--- config.mk ---
export PLATFORM = sky130hd
export DESIGN_NAME = axis_data_checker_cntr
export DESIGN_NICKNAME = d
export VERILOG_FILES = /design/src/rtl/axis_cntr_pkg.sv /design/src/rtl/axis_ready_lfsr.sv /design/src/rtl/axis_data_checker_cntr.sv
export SDC_FILE = /design/constraint.sdc
export NUM_CORES = 1
export LEC_CHECK = 0
export CAP_MARGIN = 10
export CORE_MARGIN = 2
export CORE_UTILIZATION = 50
export CTS_CLUSTER_SIZE = 20
export DETAILED_ROUTE_END_ITERATION = 6
export PLACE_DENSITY = 0.92
export SYNTH_ARGS = -nofsm -noshare
export SYNTH_HDL_FRONTEND = slang
export SYNTH_HIERARCHICAL = 1
export SYNTH_SLANG_ARGS = --single-unit
--- constraint.sdc ---
create_clock -name clk_i -period 4.53 [get_ports clk_i]
set_input_delay 0.453 -clock clk_i [delete_from_list [all_inputs] [get_ports clk_i]]
set_output_delay 0.453 -clock clk_i [all_outputs]
set_load 0.01 [all_outputs]
--- src/rtl/axis_cntr_pkg.sv ---
// Shared definitions for the counter-pattern AXI4-Stream generator/checker pair.
package axis_cntr_pkg;

  typedef enum logic {
    ST_IDLE = 1'b0,
    ST_RUN  = 1'b1
  } cntr_state_e;

  localparam int          DEF_PACK_SIZE = 1024;
  localparam logic [15:0] DEF_LFSR_SEED = 16'hACE1;

  // Right-shifting Fibonacci form of taps 16,14,13,11: feedback from bits 0,2,3,5.
  localparam logic [15:0] LFSR_TAP_MASK = 16'h002D;

  function automatic logic [15:0] lfsr_next(input logic [15:0] cur);
    return {^(cur & LFSR_TAP_MASK), cur[15:1]};
  endfunction

endpackage

--- src/rtl/axis_ready_lfsr.sv ---
// 16-bit Fibonacci LFSR used to produce a pseudo-random tready pattern.
module axis_ready_lfsr
  import axis_cntr_pkg::*;
#(
  parameter logic [15:0] SEED = DEF_LFSR_SEED
) (
  input  logic clk_i,
  input  logic s_rst_i,
  input  logic en_i,
  output logic ready_bit_o
);

  logic [15:0] lfsr_q, lfsr_d;

  // Advance one step whenever enabled, otherwise hold.
  always_comb begin
    lfsr_d = lfsr_q;
    if (en_i) lfsr_d = lfsr_next(lfsr_q);
  end

  // Shift register, reloaded with the seed on reset.
  always_ff @(posedge clk_i) begin
    if (s_rst_i) lfsr_q <= SEED;
    else         lfsr_q <= lfsr_d;
  end

  assign ready_bit_o = lfsr_q[0];

endmodule

--- src/rtl/axis_data_checker_cntr.sv ---
// AXI4-Stream sink that checks a 0..PACK_SIZE-1 counter pattern per packet.
//
//   state    | meaning
//   ST_IDLE  | stopped, tready held low
//   ST_RUN   | accepting beats, tready from LFSR or constant high
module axis_data_checker_cntr
  import axis_cntr_pkg::*;
#(
  parameter int                            AXIS_DATA_WIDTH = 32,
  parameter logic [AXIS_DATA_WIDTH/8-1:0]  AXIS_TKEEP      = {AXIS_DATA_WIDTH/8{1'b1}},
  parameter int                            PACK_SIZE       = DEF_PACK_SIZE,
  parameter int                            CNT_WIDTH       = 32,
  parameter logic [15:0]                   LFSR_SEED       = DEF_LFSR_SEED
) (
  input  logic                         clk_i,
  input  logic                         s_rst_i,
  input  logic                         enable_i,
  input  logic                         clear_i,
  input  logic                         backpressure_en_i,
  input  logic [AXIS_DATA_WIDTH-1:0]   s_axis_tdata_i,
  input  logic [AXIS_DATA_WIDTH/8-1:0] s_axis_tkeep_i,
  input  logic                         s_axis_tvalid_i,
  input  logic                         s_axis_tlast_i,
  output logic                         s_axis_tready_o,
  output logic [CNT_WIDTH-1:0]         packet_count_o,
  output logic [CNT_WIDTH-1:0]         data_err_count_o,
  output logic [CNT_WIDTH-1:0]         last_err_count_o,
  output logic [CNT_WIDTH-1:0]         keep_err_count_o,
  output logic                         error_o,
  output logic [AXIS_DATA_WIDTH-1:0]   first_err_expected_o,
  output logic [AXIS_DATA_WIDTH-1:0]   first_err_received_o,
  output logic [CNT_WIDTH-1:0]         first_err_packet_o
);

  localparam int IDX_W = $clog2(PACK_SIZE);

  cntr_state_e                state_q, state_d;
  logic                       tready_q, tready_d;
  logic                       lfsr_en, lfsr_bit;
  logic [IDX_W-1:0]           beat_idx_q, beat_idx_d;
  logic [CNT_WIDTH-1:0]       pkt_cnt_q, pkt_cnt_d;
  logic [CNT_WIDTH-1:0]       data_err_q, data_err_d;
  logic [CNT_WIDTH-1:0]       last_err_q, last_err_d;
  logic [CNT_WIDTH-1:0]       keep_err_q, keep_err_d;
  logic                       error_q, error_d;
  logic [AXIS_DATA_WIDTH-1:0] fe_exp_q, fe_exp_d;
  logic [AXIS_DATA_WIDTH-1:0] fe_rcv_q, fe_rcv_d;
  logic [CNT_WIDTH-1:0]       fe_pkt_q, fe_pkt_d;

  logic                       accept;
  logic [AXIS_DATA_WIDTH-1:0] expected;
  logic                       is_final, data_bad, keep_bad, last_bad;

  function automatic logic [CNT_WIDTH-1:0] sat_inc(input logic [CNT_WIDTH-1:0] v);
    return (&v) ? v : v + CNT_WIDTH'(1);
  endfunction

  axis_ready_lfsr #(.SEED(LFSR_SEED)) u_ready_lfsr (
    .clk_i       (clk_i),
    .s_rst_i     (s_rst_i),
    .en_i        (lfsr_en),
    .ready_bit_o (lfsr_bit)
  );

  // Run/stop sequencing and next tready value; the LFSR only steps while tready is being loaded.
  always_comb begin
    state_d  = state_q;
    tready_d = 1'b0;
    lfsr_en  = 1'b0;
    case (state_q)
      ST_IDLE: if (enable_i) state_d = ST_RUN;
      ST_RUN: begin
        if (!enable_i) begin
          state_d = ST_IDLE;
        end else begin
          lfsr_en  = 1'b1;
          tready_d = backpressure_en_i ? lfsr_bit : 1'b1;
        end
      end
      default: state_d = ST_IDLE;
    endcase
  end

  assign accept   = s_axis_tvalid_i & tready_q;
  assign expected = AXIS_DATA_WIDTH'(beat_idx_q);
  assign is_final = (beat_idx_q == IDX_W'(PACK_SIZE - 1));
  assign data_bad = (s_axis_tdata_i != expected);
  assign keep_bad = (s_axis_tkeep_i != AXIS_TKEEP);
  assign last_bad = (s_axis_tlast_i != is_final);

  // Beat checking and statistics; clear wins over an accepted beat in the same cycle.
  always_comb begin
    beat_idx_d = beat_idx_q;
    pkt_cnt_d  = pkt_cnt_q;
    data_err_d = data_err_q;
    last_err_d = last_err_q;
    keep_err_d = keep_err_q;
    error_d    = error_q;
    fe_exp_d   = fe_exp_q;
    fe_rcv_d   = fe_rcv_q;
    fe_pkt_d   = fe_pkt_q;
    if (clear_i) begin
      beat_idx_d = '0;
      pkt_cnt_d  = '0;
      data_err_d = '0;
      last_err_d = '0;
      keep_err_d = '0;
      error_d    = 1'b0;
      fe_exp_d   = '0;
      fe_rcv_d   = '0;
      fe_pkt_d   = '0;
    end else if (accept) begin
      if (data_bad) data_err_d = sat_inc(data_err_q);
      if (keep_bad) keep_err_d = sat_inc(keep_err_q);
      if (last_bad) last_err_d = sat_inc(last_err_q);
      if ((data_bad || keep_bad || last_bad) && !error_q) begin
        error_d  = 1'b1;
        fe_exp_d = expected;
        fe_rcv_d = s_axis_tdata_i;
        fe_pkt_d = pkt_cnt_q;
      end
      // An early tlast closes the packet too, so the next beat is expected to restart at 0.
      if (s_axis_tlast_i || is_final) begin
        beat_idx_d = '0;
        pkt_cnt_d  = sat_inc(pkt_cnt_q);
      end else begin
        beat_idx_d = beat_idx_q + IDX_W'(1);
      end
    end
  end

  // State, handshake and statistics registers.
  always_ff @(posedge clk_i) begin
    if (s_rst_i) begin
      state_q    <= ST_IDLE;
      tready_q   <= 1'b0;
      beat_idx_q <= '0;
      pkt_cnt_q  <= '0;
      data_err_q <= '0;
      last_err_q <= '0;
      keep_err_q <= '0;
      error_q    <= 1'b0;
      fe_exp_q   <= '0;
      fe_rcv_q   <= '0;
      fe_pkt_q   <= '0;
    end else begin
      state_q    <= state_d;
      tready_q   <= tready_d;
      beat_idx_q <= beat_idx_d;
      pkt_cnt_q  <= pkt_cnt_d;
      data_err_q <= data_err_d;
      last_err_q <= last_err_d;
      keep_err_q <= keep_err_d;
      error_q    <= error_d;
      fe_exp_q   <= fe_exp_d;
      fe_rcv_q   <= fe_rcv_d;
      fe_pkt_q   <= fe_pkt_d;
    end
  end

  assign s_axis_tready_o      = tready_q;
  assign packet_count_o       = pkt_cnt_q;
  assign data_err_count_o     = data_err_q;
  assign last_err_count_o     = last_err_q;
  assign keep_err_count_o     = keep_err_q;
  assign error_o              = error_q;
  assign first_err_expected_o = fe_exp_q;
  assign first_err_received_o = fe_rcv_q;
  assign first_err_packet_o   = fe_pkt_q;

endmodule
# After elaboration in Yosys (flattened, before gate mapping)
# Index checks and enable logic that the tools add are counted.
# Widths: inputs -> output; s select.
# word_totals
reg_bits	231
wordCells	49
in_bits	43
# op_classes
n_bitwise	7
addsub	5
mux	4
reduce_logical	17
eq_ne	4
# ops
cell	n
$add 32x1->32 const B	4
$reduce_and 32->1	4
$ne 32x10->1	1
$reduce_xor 16->1	1
$reduce_and 3->1	4
$add 10x1->10 const B	1
$eq 10x10->1 const B	1
$mux 10	1
$not 1->1	6
$ne 4x4->1 const B	1
$logic_or 1x1->1	3
$mux 1	3
$reduce_or 3->1	1
$reduce_and 2->1	1
$reduce_or 2->1	1
$and 1x1->1	1
$logic_and 1x1->1	1
$logic_not 1->1	1
$ne 1x1->1	1

# Logic depth before layout (Yosys ltp)
# Gate-level depths: netlist (run 1).
# depth
depth_word	5
depth_mapped	11

# By module
# Netlist (run 1), hierarchy kept.
# by_module_without_submodules
module	cells_per_inst	instances	area_each_um2
axis_data_checker_cntr	1170	1	9522.9
axis_ready_lfsr	55	1	599.3

# Least setup slack after synthesis (run 1)
# No wires, ideal clock.
# synth_timing
path_kind	flip-flop to flip-flop
from	register beat_idx_q[0]
to	register pkt_cnt_q[27] (netlist: packet_count_o[27])
required_time_ps	4460
setup_slack_ps	1745
t_arrival_ps	2715
stages_incl_launch_ff	12
synth_period_minus_slack_ps	2785
setup_time_ps	70
path_cell_list	dfxtp_1 > ha_1 > nand2_1 > or3_1 > ha_1 > and3b_1 > clkbuf_1 > nand4_1 > or3_1 > buf_2 > or3_1 > a21oi_1
# synth_between
elab_chain_cells	3
# synth_rtl
element	line	rtl
from (decl)	axis_data_checker_cntr.sv:40	logic [IDX_W-1:0] beat_idx_q, beat_idx_d;
from (signal assigned)	axis_data_checker_cntr.sv:149	beat_idx_q <= beat_idx_d;
$eq 10x10->1	axis_data_checker_cntr.sv:86	assign is_final = (beat_idx_q == IDX_W'(PACK_SIZE - 1));
$logic_or 1x1->1	axis_data_checker_cntr.sv:123	if (s_axis_tlast_i || is_final) begin
$reduce_and 3->1 (no source line)	--	
to (signal assigned)	axis_data_checker_cntr.sv:150	pkt_cnt_q <= pkt_cnt_d;
to (decl)	axis_data_checker_cntr.sv:41	logic [CNT_WIDTH-1:0] pkt_cnt_q, pkt_cnt_d;
# No other way between the ends.
# A chain may end at the register's enable or synchronous reset.

# Worst setup path after layout (run 1)
# Ends and elaborated chain as after synthesis.

==> out/metrics.yaml, run 1 <==
power_and_ir_drop:
  ir_drop_mv: 0.2864
  p_per_area_nw_per_um2: 312.9
  p_leak_nw: 4.244
setup_path:
  crit_required_ns: 4.95
  arrival_ns: 3.53
  ff2ff_path_depth: 9
  crit_type: "flop to flop"
  cp-end-kind: "flop"
  crit_fanout: 7
  r2r_start: "beat_idx_q[0]"
  crit_path_start_kind: "flop"
  r2r_slack_ns: 1.42
  r2r-end: "packet_count_o[27]"
die:
  ios: 269
  die_h_um: 146.3
  row_count: 52
  core-area_um2: 20040
  start_util_pct: 50.51
  dieWidth_um: 146.3
  die_area_um2: 21400
logic_synthesis:
  ys_ff_latch: 231
  synth_area_um2: 10120
  synth_most_common_cell: "dfxtp_1"
  synth_common_cells: "dfxtp_1, nand2_1, nor2_1"
  ys_warn_count: 6
  netlist_top_cells_area: "dfxtp_1, nand2_1, a21oi_1, xnor2_1, nor2_1"
  synth_compound_area_share_pct: 9.209
  yosysSeqAreaShare_pct: 45.69
  synth.avg_cell_area_um2: 8.263
  yosys.area.top_type: "dfxtp_1"
  yosysTopAreaCellShare_pct: 45.69
  synth_simple_gate_area_share_pct: 28.68
  synth_ff_type: "dfxtp_1"
  synth-adder-area-share_pct: 0.7417
  synth_cells: 1225
  synth.distinct_cells: 57
  synthXorXnorAreaFrac_pct: 9.172
  synthMuxAreaShare_pct: 1.582
  synth_edf_count: 0
  synthArstFlopShare_pct: 0
  synth_top_family_by_area: "simple AND/OR/NAND/NOR gates"
detailed_routing:
  routedWlPerCell_um: 15.83
  firstDrtPassIters: 5
  vias: 9543
  via_per_inst: 5.510
  wirelength_mm: 27.42
  drtIter0Drc: 546
  drt-met1-wl_mm: 10.89
  wl_met3_mm: 2.336
  wl_met2_mm: 13.58
  drtAntennaViolNets: 0
  route.detailed.drc: 0
  routed.top_layer: "met5"
timing:
  setup_viol: 0
  fin_crit_sh_pct: 68.61
  finalMaxSlewViolations: 0
  relSlewSlack_pct: 18.89
  fmax_mhz: 321.7
  period_needed_ns: 3.108
  rsz0062_at_grt: "false"
  hold_viol: 0
  tightest_slew_ns: 1.206
  tns_ns: 0
  fin_skew_ns: 0.01333
global_routing:
  track_usage_pct: 24.10
  grt_first_pass_wirelength_mm: 43.44
  first_global_vias: 8790
  grt_max_degree: 87
  overflow: 0
  antenna_found_initial: 1
clocking:
  holdBufCountCts: 0
  htree_levels: 1
  ctsResizeCount: 0
  cts_buffers: 24
  cts_buffer_depth: 3
  cts.sinks: 231
  clk_pin_slew_ns: 0.06
  cts_setup_buffers: 0
  cts-root-buf: "clkbuf_16"
  cts_tree: "built"
  clkLatencyLatePin_ns: 0.51
placement:
  routabilityCongestion: 0.8717
  hpwl_mm: 19.33
  place_area_um2: 12650
  io_buffers: 246
cells_and_area:
  fillCellCount: 1594
  drive_gt1_share_pct: 4.309
  antennaDiodeCount: 0
  final_area_um2: 13480
  area_growth_pct: 33.16
  final_nets: 1494
status:
  status: "finished, final reports clean"
min_path:
  hold_depth: 2
  hold_path.class: "flop to flop"
  worstHoldEndpoint: "first_err_received_o[31]"
  hp-start: "first_err_received_o[31]"
flow_run:
  drv_cap: 0
-- power by group --
part / internal (mW) / switching (mW) / leakage [nW] / total, mW
Clock: 1.26 / 0.784 / 0.412 / 2.04
Sequential: 2.04 / 0.00432 / 1.86 / 2.04
Combinational: 0.0541 / 0.0781 / 1.97 / 0.132
Total: 3.35 / 0.867 / 4.24 / 4.22
-- metrics by stage --
step           power, mW  util [%]  std cells  setup slack [ns]  hold slack [ns]
3_3_place_gp       2.216     63.13       1689             1.517           0.4412
6_report           4.217     67.26       1732             1.422           0.4520
5_1_grt            4.345     67.26       1732             1.129           0.4690
2_1_floorplan      2.170         -       1246             1.745           0.4413
4_1_cts            4.250     67.26       1732             1.428           0.4541
3_5_place_dp       2.219     63.13       1689             1.442           0.4457
-- final cells by class --
| type | count | area, um2 | area share (%) |
|---|---|---|---|
| inverters | 17 | 63.81 | 0.4734 |
| well taps | 270 | 337.8 | 2.506 |
| clock buffers | 35 | 713.2 | 5.291 |
| multi-input cells | 918 | 5097 | 37.82 |
| flip-flops and latches | 231 | 4624 | 34.31 |
| repair buffers | 253 | 2527 | 18.75 |
| clock inverters | 8 | 115.1 | 0.8540 |
-- worst max-delay path, cell delays in order, from the launching register on --
cell and delay [ns]:
dfxtp_1 0.43, ha_1 0.22, nand2_1 0.07, or3_1 0.37, ha_1 0.22, and3b_1 0.36
nand4_1 0.33, or3_1 0.52, or3_1 0.34, a21oi_1 0.16
-- flip-flops by register name, summed over array words and instances (netlist names) --
signal                cells
beat_idx_q               10
data_err_count_o         32
error_o                   1
first_err_expected_o     10
first_err_packet_o       32
first_err_received_o     32
keep_err_count_o         32
last_err_count_o         32
packet_count_o           32
s_axis_tready_o           1
state_q                   1
u_ready_lfsr/lfsr_q      16
-- cells in the final DEF (no fill, tap or decap), drive strengths merged, types with 17 or more instances in the layout --
cell	n
a21oi	116
and3	26
clkbuf	35
clkdlybuf4s50	246
conb	22
dfxtp	231
inv	17
nand2	213
nand3	56
nand4	49
nor2	128
nor3	29
o21ai	35
or3	33
xnor2	61
xor2	45
-- kinds of logic (layout without fill, tap and decap cells) --
logic type / after synthesis / in the layout
simple gates: 595 / 595
flops: 231 / 231
compound gates: 173 / 173
xor+xnor: 106 / 106
buf+inv: 97 / 313
mux: 16 / 16
fa+ha+maj: 6 / 6
other cells: 1 / 22
-- metal layers --
metal | global-route usage, % | up-vias
met4 | 7.184 | 2
met1 | 29.04 | 4495
met2 | 42.74 | 390
met5 | 0 | -
li1 | - | 4605
met3 | 5.813 | 51
-- worst max path at each step --
stage                                   from                     end  slack [ns]  cells after the start
final                          beat_idx_q[0]      packet_count_o[27]        1.42                      9
after CTS                      beat_idx_q[0]    last_err_count_o[30]        1.43                     10
after global routing           beat_idx_q[0]      packet_count_o[13]        1.13                     10
after global placement    s_axis_tdata_i[10]  first_err_packet_o[17]        1.52                      9
after detailed placement  s_axis_tdata_i[10]  first_err_packet_o[11]        1.44                      9
after floorplan                beat_idx_q[0]      packet_count_o[27]        1.75                     11
No activity file was read; power rests on OpenSTA's default activity.
==> run 2, diff against run 1 <==
Settings changed: CORE_UTILIZATION 50 to 44, PLACE_DENSITY 0.92 to 0.86.
Clock period 4.53 ns to 2.5 ns, I/O delays scaled along.
==> out/metrics.yaml, run 2 (synthesized netlist as in run 1, its figures left out) <==
detailed_routing:
  route.detailed.drc: 0  # unchanged
  routedWlPerCell_um: 16.07  # +1.5%
  drtIter0Drc: 603  # +10%
  vias: 9931  # +4.1%
  firstDrtPassIters: 5  # unchanged
  drtAntennaViolNets: 0  # unchanged
  via_per_inst: 5.436  # -1.3%
  wirelength_mm: 29.36  # +7.0%
cells_and_area:
  final_common_cell: "clkdlybuf4s50_1"
  final_cell_mix: "clkdlybuf4s50_1, dfxtp_1, nand2_1, nor2_1, a21oi_1"
  utilization_pct: 63.60  # -3.7 points
  drive_gt1_share_pct: 11.93  # +7.6 points
  antennaDiodeCount: 0  # unchanged
  final_nets: 1575  # +5.4%
  final_area_um2: 14400  # +6.8%
  area_growth_pct: 42.26
timing:
  tightest_slew_ns: 0.9086  # -0.2969 ns
  fmax_mhz: 394.1  # +22%
  finalMaxSlewViolations: 0  # unchanged
  setup_viol: 3  # +3
  relSlewSlack_pct: 38.86  # +20 points
  period_needed_ns: 2.537  # -0.5708 ns
  hold_viol: 0  # unchanged
  setup_slack_ns: -0.03724  # -1.459 ns
  fin_crit_sh_pct: 101.5  # +33 points
  tns_ns: -0.06820  # -0.06820 ns
  rsz0062_at_grt: "true"
  fin_skew_ns: 0.009245  # -0.004082 ns
die:
  die_h_um: 155.7  # +6.4%
  start_util_pct: 44.71  # -5.8 points
  dieWidth_um: 155.7  # +6.4%
  ios: 269  # unchanged
  core-area_um2: 22640  # +13%
  row_count: 55  # +5.8%
  die_area_um2: 24230  # +13%
clocking:
  htree_levels: 1  # unchanged
  holdBufCountCts: 0  # unchanged
  cts_tree: "built"
  cts_buffers: 25  # +4.2%
  clk_pin_slew_ns: 0.06  # about the same
  cts-root-buf: "clkbuf_16"
  cts.sinks: 231  # unchanged
  clkLatencyLatePin_ns: 0.51  # about the same
  cts_buffer_depth: 3  # unchanged
placement:
  routabilityCongestion: 0.8370  # -4.0%
  pre_cts_slack_ns: -0.1947  # -1.636 ns
  place_area_um2: 13330  # +5.4%
  hpwl_mm: 20.54  # +6.2%
  io_buffers: 246  # unchanged
flow_run:
  drv_cap: 0  # unchanged
setup_path:
  crit_required_ns: 2.94  # -2.01 ns
  cpMostUsedCell: "or3_4"
  r2r_start: "beat_idx_q[1]"
  crit_type: "flop to flop"
  cp_slowest_cell: "or3_4"
  cp.depth: 9  # unchanged
  arrival_ns: 2.98  # -0.55 ns
  ff2ff_path_depth: 9  # unchanged
  cp-end-kind: "flop"
  slowest_delay_ns: 0.43  # -0.09 ns
  cp-startpoint: "beat_idx_q[1]"
  crit_fanout: 7  # unchanged
  crit_path_cell_trace: "ha_4, nand2_2, or3_4, ha_4, and3b_2, nand4_1, or3_4, or3_4, a21oi_2"
  cp.buffers_inverters: 0  # unchanged
  crit_family: "simple AND/OR/NAND/NOR gates"
  crit_path_start_kind: "flop"
power_and_ir_drop:
  ir_drop_mv: 0.4335  # +51%
  p_leak_nw: 4.735  # +12%
  power_mw: 7.717  # +83%
  p_per_area_nw_per_um2: 535.9  # +71%
status:
  status: "finished, violations left"
  failed_checks: "negative setup slack"
global_routing:
  track_usage_pct: 22.77  # -1.3 points
  grt_max_degree: 82  # -5.7%
  grt_first_pass_wirelength_mm: 46.16  # +6.3%
  first_global_vias: 9397  # +6.9%
  antenna_found_initial: 0  # -1
  overflow: 0  # unchanged
min_path:
  hold_path.class: "input pin to flop"
  hp-start: "s_axis_tdata_i[13]"
  hold_depth: 3  # +1
==> run 2: changes by cell type in the layout (fill, tap and decap cells not counted), sizes merged <==
cell / delta
buf: +79
clkbuf: -3
clkinv: +2
inv: +1
or4b: +1
==> run 2: final cells by class <==
class                           count  area, um2
Clock buffer                       32      693.2
Clock inverter                     11      137.6
Fill cell                        1759       8240
Inverter                           17      63.81
Multi-Input combinational cell    919       5331
Sequential cell                   231       4632
Tap cell                          285      356.6
Timing Repair Buffer              332       3186
==> run 2: final timing paths <==
path / slack [ns] / end
worst min-delay path: 0.34 / first_err_received_o[13]
worst max-delay path: -0.04 / packet_count_o[31]
worst max register to register: -0.04 / packet_count_o[31]
worst min register to register: 0.45 / first_err_received_o[20]
==> run 2: metrics by stage <==
stage / std cells / hold WS [ns]
3_5_place_dp: 1782 / 0.4464
4_1_cts: 1826 / 0.3169
5_1_grt: 1827 / 0.3194
6_report: 1827 / 0.3378
3_3_place_gp: 1782 / 0.4407
2_1_floorplan: 1246 / 0.3216
==> run 2: report_power, final <==
part	switching (mW)	leakage [nW]	total (mW)	internal [mW]
Combinational	0.150	2.46	0.272	0.122
Sequential	0.00792	1.86	3.70	3.69
Clock	1.48	0.414	3.75	2.26
Total	1.64	4.74	7.72	6.08
==> run 2: per-layer routing <==
metal	GRT usage, %	share of wire, %	up-vias
met3	5.278	6.7	71
met5	0	0	-
met1	28.41	42	4724
met4	6.815	3.1	0
met2	39.23	49	364
li1	-	-	4772
==> run 2: what timing repair did <==
action / CTS / global route
pin swaps: 3 / 7
setup buffers: 1 / 0
endpoints found under the setup margin: 35 / 45
gates resized for setup: 12 / 35
hold endpoints to repair: 0 / 0
cloned: 0 / 1
==> run 2: worst register-to-register path, cell delays in order (launching register included) <==
cell,delay (ns)
dfxtp_4,0.36
ha_4,0.13
nand2_2,0.05
or3_4,0.38
ha_4,0.17
and3b_2,0.27
nand4_1,0.20
or3_4,0.43
or3_4,0.34
a21oi_2,0.13
